File: config.mk
export PLATFORM = sky130hd
export DESIGN_NAME = countdown_timer
export DESIGN_NICKNAME = d
export VERILOG_FILES = /design/src/rtl/countdown_timer.sv
export SDC_FILE = /design/constraint.sdc
export NUM_CORES = 1
export LEC_CHECK = 0
export ABC_AREA = 1
export BUFFER_PORTS_ARGS = -buffer_cell sky130_fd_sc_hd__buf_4
export CORE_MARGIN = 8
export CORE_UTILIZATION = 55
export DETAILED_ROUTE_END_ITERATION = 6
export GPL_TIMING_DRIVEN = 0
export PLACE_DENSITY = 0.8
export SLEW_MARGIN = 5
export SYNTH_ARGS = -nofsm -noshare
export SYNTH_HDL_FRONTEND = slang
export SYNTH_SLANG_ARGS = --single-unit
File: constraint.sdc
create_clock -name clk -period 1.5 [get_ports clk]
set_input_delay 0.225 -clock clk [delete_from_list [all_inputs] [get_ports clk]]
set_output_delay 0.225 -clock clk [all_outputs]
set_load 0.02 [all_outputs]
File: src/rtl/countdown_timer.sv
// rtl/countdown_timer.sv - loadable down-counting timer with one-shot/periodic modes and expiry tally
module countdown_timer #(
  parameter int WIDTH = 8
) (
  input  logic             clk,
  input  logic             rst,
  input  logic             en,
  input  logic             start,
  input  logic             abort,
  input  logic             periodic,
  input  logic [WIDTH-1:0] load,
  output logic [WIDTH-1:0] count,
  output logic             tcount,
  output logic             busy,
  output logic             expired,
  output logic [7:0]       exp_cnt
);

  typedef enum logic {
    IDLE = 1'b0,
    RUN  = 1'b1
  } state_t;

  state_t           state, state_n;
  logic [WIDTH-1:0] reload, reload_n;
  logic [WIDTH-1:0] count_n;
  logic             expired_n;
  logic [7:0]       exp_cnt_n;

  logic load_nz;
  logic at_one;

  assign load_nz = (load != '0);
  assign at_one  = (count == WIDTH'(1));

  // State register and all registered outputs; reset overrides everything.
  always_ff @(posedge clk) begin
    if (rst) begin
      state   <= IDLE;
      count   <= '0;
      reload  <= '0;
      expired <= 1'b0;
      exp_cnt <= 8'd0;
    end else begin
      state   <= state_n;
      count   <= count_n;
      reload  <= reload_n;
      expired <= expired_n;
      exp_cnt <= exp_cnt_n;
    end
  end

  // Next-state logic: abort beats retrigger beats counting, expiry happens on the 1->0 step.
  always_comb begin
    state_n   = state;
    count_n   = count;
    reload_n  = reload;
    expired_n = 1'b0;
    exp_cnt_n = exp_cnt;
    case (state)
      IDLE: begin
        if (!abort && start && load_nz) begin
          count_n  = load;
          reload_n = load;
          state_n  = RUN;
        end
      end
      RUN: begin
        if (abort || (start && !load_nz)) begin
          count_n = '0;
          state_n = IDLE;
        end else if (start) begin
          count_n  = load;
          reload_n = load;
        end else if (en) begin
          if (at_one) begin
            expired_n = 1'b1;
            if (exp_cnt != 8'hff) begin
              exp_cnt_n = exp_cnt + 8'd1;
            end
            if (periodic) begin
              count_n = reload;
            end else begin
              count_n = '0;
              state_n = IDLE;
            end
          end else begin
            count_n = count - WIDTH'(1);
          end
        end
      end
      default: begin
        count_n = '0;
        state_n = IDLE;
      end
    endcase
  end

  // Look-ahead: this edge will expire unless something of higher priority intervenes.
  assign tcount = (state == RUN) && at_one && en && !abort && !start;
  assign busy   = (state == RUN);

endmodule

Word level (Yosys, flattened, before mapping)

Index checks and enable logic that the tools add are counted.

Add/subtract/negate cells: 2
Bitwise gates (word level): 4
Eq/ne operators: 6
Reductions and logical operators: 16
Mux-type cells: 18

Operators with widths:

| operator                                                              | number |
|---|---|
| 8-bit 2-to-1 mux                                                      | 8 |
| 8-bit one-hot mux with 2 select lines                                 | 2 |
| 8-bit by 1-bit adder with 8-bit output, second input constant         | 1 |
| 8-bit by 1-bit equality test with 1-bit output, second input constant | 1 |
| 8-bit != test, second input constant                                  | 1 |
| 8-bit nonzero test                                                    | 1 |
| 8-bit by 1-bit subtractor with 8-bit output, second input constant    | 1 |
| 1-bit logical AND                                                     | 7 |
| 1-bit 2-to-1 mux                                                      | 7 |
| 2-bit != test, second input constant                                  | 3 |
| 6-bit AND reduction                                                   | 1 |
| 5-bit OR reduction                                                    | 1 |
| 4-bit by 3-bit != test with 1-bit output, second input constant       | 1 |
| 1-bit inverter                                                        | 4 |
| 1-bit zero test                                                       | 3 |
| 3-bit AND reduction                                                   | 1 |
| 1-bit one-hot mux with 2 select lines                                 | 1 |
| 2-bit AND reduction                                                   | 1 |
| 1-bit logical OR                                                      | 1 |

Register bits: 26
Bits of input ports: 14
Word-level logic and storage cells: 51

Logic depth before layout (Yosys ltp)

Word-level depth: 6
Depth in mapped cells: 10
Gate-level depth less buffers: 10

Worst setup path before layout

Ideal clock, no wire load.

Path kind: reg2out
Start point: register count[0]
End point: output port tcount
Buffers on the path: 1
Path slack: -0.017 ns
Stages on the path, launching flop included: 7
Arrival: 1.292 ns
Required time: 1.275 ns
Path through: dfxtp_1 ha_1 nand3_2 nor2_4 buf_8 nand3_1 inv_1

Cells in the longest elaborated chain, start to end: 5

RTL lines:

| element                                        | RTL line | source |
|---|---|---|
| start, declared                                | 12       | `output logic [WIDTH-1:0] count,` |
| start signal, assigned                         | 46       | `count <= count_n;` |
| 8-bit by 1-bit equality test with 1-bit output | 34       | `assign at_one = (count == WIDTH'(1));` |
| 1-bit logical AND (4 in series)                | 100      | `assign tcount = (state == RUN) && at_one && en && !abort && !start;` |
| end, declared                                  | 13       | `output logic tcount,` |

Every way passes these cells.

Final worst setup path

Start point: register count[3]
End point: output port tcount

The elaborated chain is that of the path after synthesis.

==> Flow_metrics.wiki <==
{| class="wikitable"
! Metric !! Value
|-
| Status || finished with violations
|-
| Violated checks || setup timing
|-
| Classification of the worst-slack hold path || input port to register
|-
| Max Buffers Root-to-Sink || 2
|-
| Post-detailed-route count of antenna-violating nets || 0
|-
| Routed wire length per instance || 13.6 µm
|-
| Startpoint of the worst setup timing path || count[3]
|-
| Async set-reset flop share out of synthesis || 0
|-
| Final RePlAce weighted congestion || 0.924
|-
| Kind of start point of the critical path || register
|-
| Min-delay src || load[1]
|-
| Post-DR vias/cell || 5.34
|-
| Post-route cell area || 2280 µm²
|-
| Total half-perimeter wirelength after legalization and detailed placement || 3170 µm
|-
| Pin count of the biggest net entering global routing || 16
|-
| Synth-to-Final Area Change || 36.4%
|-
| Count of yosys warnings during synthesis || 0
|-
| Fill cell count || 217
|-
| Worst setup path category || register to output port
|-
| Final critical-path share of the clock period || 1.10
|-
| Synth Instances || 265
|-
| Total detailed-routing wirelength || 4670 µm
|-
| Proportion of synthesized chip area in sequential cells || 0.312
|-
| TritonCTS clock tree || done
|-
| Antenna violations before repair || 0
|-
| Slew at the pin closest to its max-slew limit || 481 ps
|-
| Largest vdd supply drop || 0.000418 V
|-
| PwrDens || 785 nW/µm²
|-
| Final core utilization || 0.764
|-
| Adder-cell share of the synthesized area || 0.0225
|-
| Max_slew headroom || 0.679
|-
| Final hold viol count || 0
|-
| Post-synthesis sequential element count || 26
|-
| DR vias || 1831
|-
| Buffer cell driving the clock tree root || sky130_fd_sc_hd__clkbuf_4
|-
| Complex-gate fraction of the synthesized area || 0.133
|-
| Diode insertion count for antenna repair || 0
|-
| Area post-placement || 1940 µm²
|-
| Die Width || 71.1 µm
|-
| Clock Pin Slew Worst Setup and Hold Paths || 150 ps
|-
| Final worst-path setup slack || -148 ps
|-
| Clock network latency to the later pin of the worst-skew pair || 320 ps
|-
| Critical path data arrival time || 1420 ps
|-
| Share of Yosys cell area claimed by the top area cell type || 0.312
|-
| Number of enable-type register cells in the synthesized netlist || 0
|-
| Placeable core region || 2980 µm²
|-
| Count of distinct cell types in the synthesized netlist || 28
|-
| Number of nets in the layout || 328
|-
| Setup TNS || -423 ps
|-
| Clock skew || 4.62 ps
|-
| IO Port Bufs || 31
|-
| Fraction of synthesized area in multiplexers || 0
|-
| Syn avg cell area || 6.30 µm²
|-
| Combined area of the multi-input logic cells || 1150 µm²
|-
| Final routed DRC violation total || 0
|-
| Final-report setup violation count || 6
|-
| Simple-Gate Fraction of Synth Area || 0.401
|-
| Largest family of logic cells by synthesized area || simple AND/OR/NAND/NOR gates
|-
| Main area contributors after synthesis || sky130_fd_sc_hd__dfxtp_1, sky130_fd_sc_hd__nand2_1, sky130_fd_sc_hd__nor2_1
|-
| Syn nets || 282
|-
| Clock H-tree levels || 1
|-
| Netlist area before placement || 1670 µm²
|-
| Unrepaired setup endpoints after global routing || true
|-
| Count of routing violations after the opening detailed-route iteration || 132
|-
| Post-layout minimum cycle time || 1650 ps
|-
| Number of ports placed on the die boundary || 33
|-
| Via count of the first global-routing pass || 1614
|-
| Storage cell area || 534 µm²
|-
| First drt pass iteration count || 4
|-
| Source of the worst register-to-register timing path || count[3]
|-
| Clock buffers created by TritonCTS || 3
|-
| Number of hold buffers added after cts || 0
|-
| Wire length of the first global-routing pass || 7200 µm
|-
| Top cells by count, synth || sky130_fd_sc_hd__nand2_1, sky130_fd_sc_hd__nor2_1, sky130_fd_sc_hd__inv_1
|-
| Vertical die dimension || 71.1 µm
|-
| Placement row count || 20
|-
| Required @ worst endpoint || 1270 ps
|-
| Synth area leader || sky130_fd_sc_hd__dfxtp_1
|-
| Most frequent cell after synthesis || sky130_fd_sc_hd__nand2_1
|-
| Type of element capturing the critical path || output port
|-
| TritonCTS Sinks || 26
|-
| Synthesized-area fraction occupied by xor and xnor cells || 0.0367
|-
| Final slew viol count || 0
|-
| Synth Flop Type || sky130_fd_sc_hd__dfxtp_1
|-
| Initial Utilization || 0.561
|-
| Max frequency || 0.607 GHz
|-
| Highest net fanout along the worst path || 4
|-
| Sum of internal, switching and leakage power || 1790 µW
|-
| Total of max-cap violations || 0
|-
| Standby leakage power || 0.00105 µW
|-
| Total GRT Usage || 0.171
|-
| Share of post-route cells with drive strength above 1 || 0.323
|-
| Aggregate global routing overflow || 0
|-
| Area of the die || 5050 µm²
|}
[per-stage QoR]
step	cells	hold WS [ps]	setup slack [ps]
after detailed placement	329	472	-38.2
after global placement	329	464	-34.8
final	343	150	-148
after CTS	340	144	-152
after floorplan	265	373	14.8
after global routing	343	143	-220
[logic make-up after synthesis]
kind of cell,Yosys count
adders and majority gates,3
DFF,26
buffers and inverters,38
and+or+nand+nor,151
xor gates and xnor gates,7
AOI/OAI and AO/OA,40
[layout make-up]
class | instances | share of cell area
multi-input combinational | 202 | 0.507
sequential | 26 | 0.235
timing repair buffer | 40 | 0.145
inverter | 32 | 0.0550
tap | 33 | 0.0181
buffer | 6 | 0.0170
clock inverter | 1 | 0.0132
clock buffer | 3 | 0.00990
[layout by cell type, fill, tap and decap left out, types with 4 or more instances in the layout]
cell type                 instances
sky130_fd_sc_hd__xor2_1           5
sky130_fd_sc_hd__buf_4           38
sky130_fd_sc_hd__inv_1           27
sky130_fd_sc_hd__dfxtp_1         19
sky130_fd_sc_hd__dfxtp_2          5
sky130_fd_sc_hd__nand2_1         72
sky130_fd_sc_hd__nand4_1          5
sky130_fd_sc_hd__nor2_4           4
sky130_fd_sc_hd__nand3_1         13
sky130_fd_sc_hd__nor2_1          34
sky130_fd_sc_hd__o21ai_0         14
sky130_fd_sc_hd__nand2_2          7
sky130_fd_sc_hd__nand3_2         10
sky130_fd_sc_hd__inv_2            4
sky130_fd_sc_hd__a21oi_2          8
sky130_fd_sc_hd__a21oi_1         13
[worst paths after layout]
path                                  end  slack [ps]  cells past startpoint
worst min-delay path            reload[1]         150                      3
worst max-delay path               tcount        -150                      7
worst max register to register   count[4]        -110                     11
worst min register to register  reload[4]         490                      2
[state kept, by name, summed over array words and instances (netlist names)]
| name | cells |
|---|---|
| reload | 8 |
| count | 8 |
| busy | 1 |
| expired | 1 |
| exp_cnt | 8 |
[worst max-delay path, stage by stage, from the launching register on]
cell and delay (ps):
sky130_fd_sc_hd__dfxtp_4 390, sky130_fd_sc_hd__nor2_4 150, sky130_fd_sc_hd__nand2_2 90, sky130_fd_sc_hd__nor2_4 140, sky130_fd_sc_hd__buf_8 110, sky130_fd_sc_hd__nand3_4 50
sky130_fd_sc_hd__inv_2 50, sky130_fd_sc_hd__buf_6 100
[routing by layer]
layer  track usage  share of wire  vias to the layer above
met4        0.0600          0.022                        0
met5             0              0                        -
met2         0.272           0.46                       70
met1         0.221           0.45                      814
met3        0.0367          0.073                       12
li1              -              -                      935
[report_power, final]
part           total (µW)  switching, µW  internal (µW)
Sequential            764           34.9            730
Clock                 487            217            270
Combinational         535            321            214
[timing repair]
action                                  in CTS  in global routing
buffers inserted                             7                  3
pin swaps                                    2                  7
resized for setup                           21                 26
endpoints found under the setup margin       6                 17
gates cloned                                 0                  2
No activity file was read; power rests on OpenSTA's default activity.
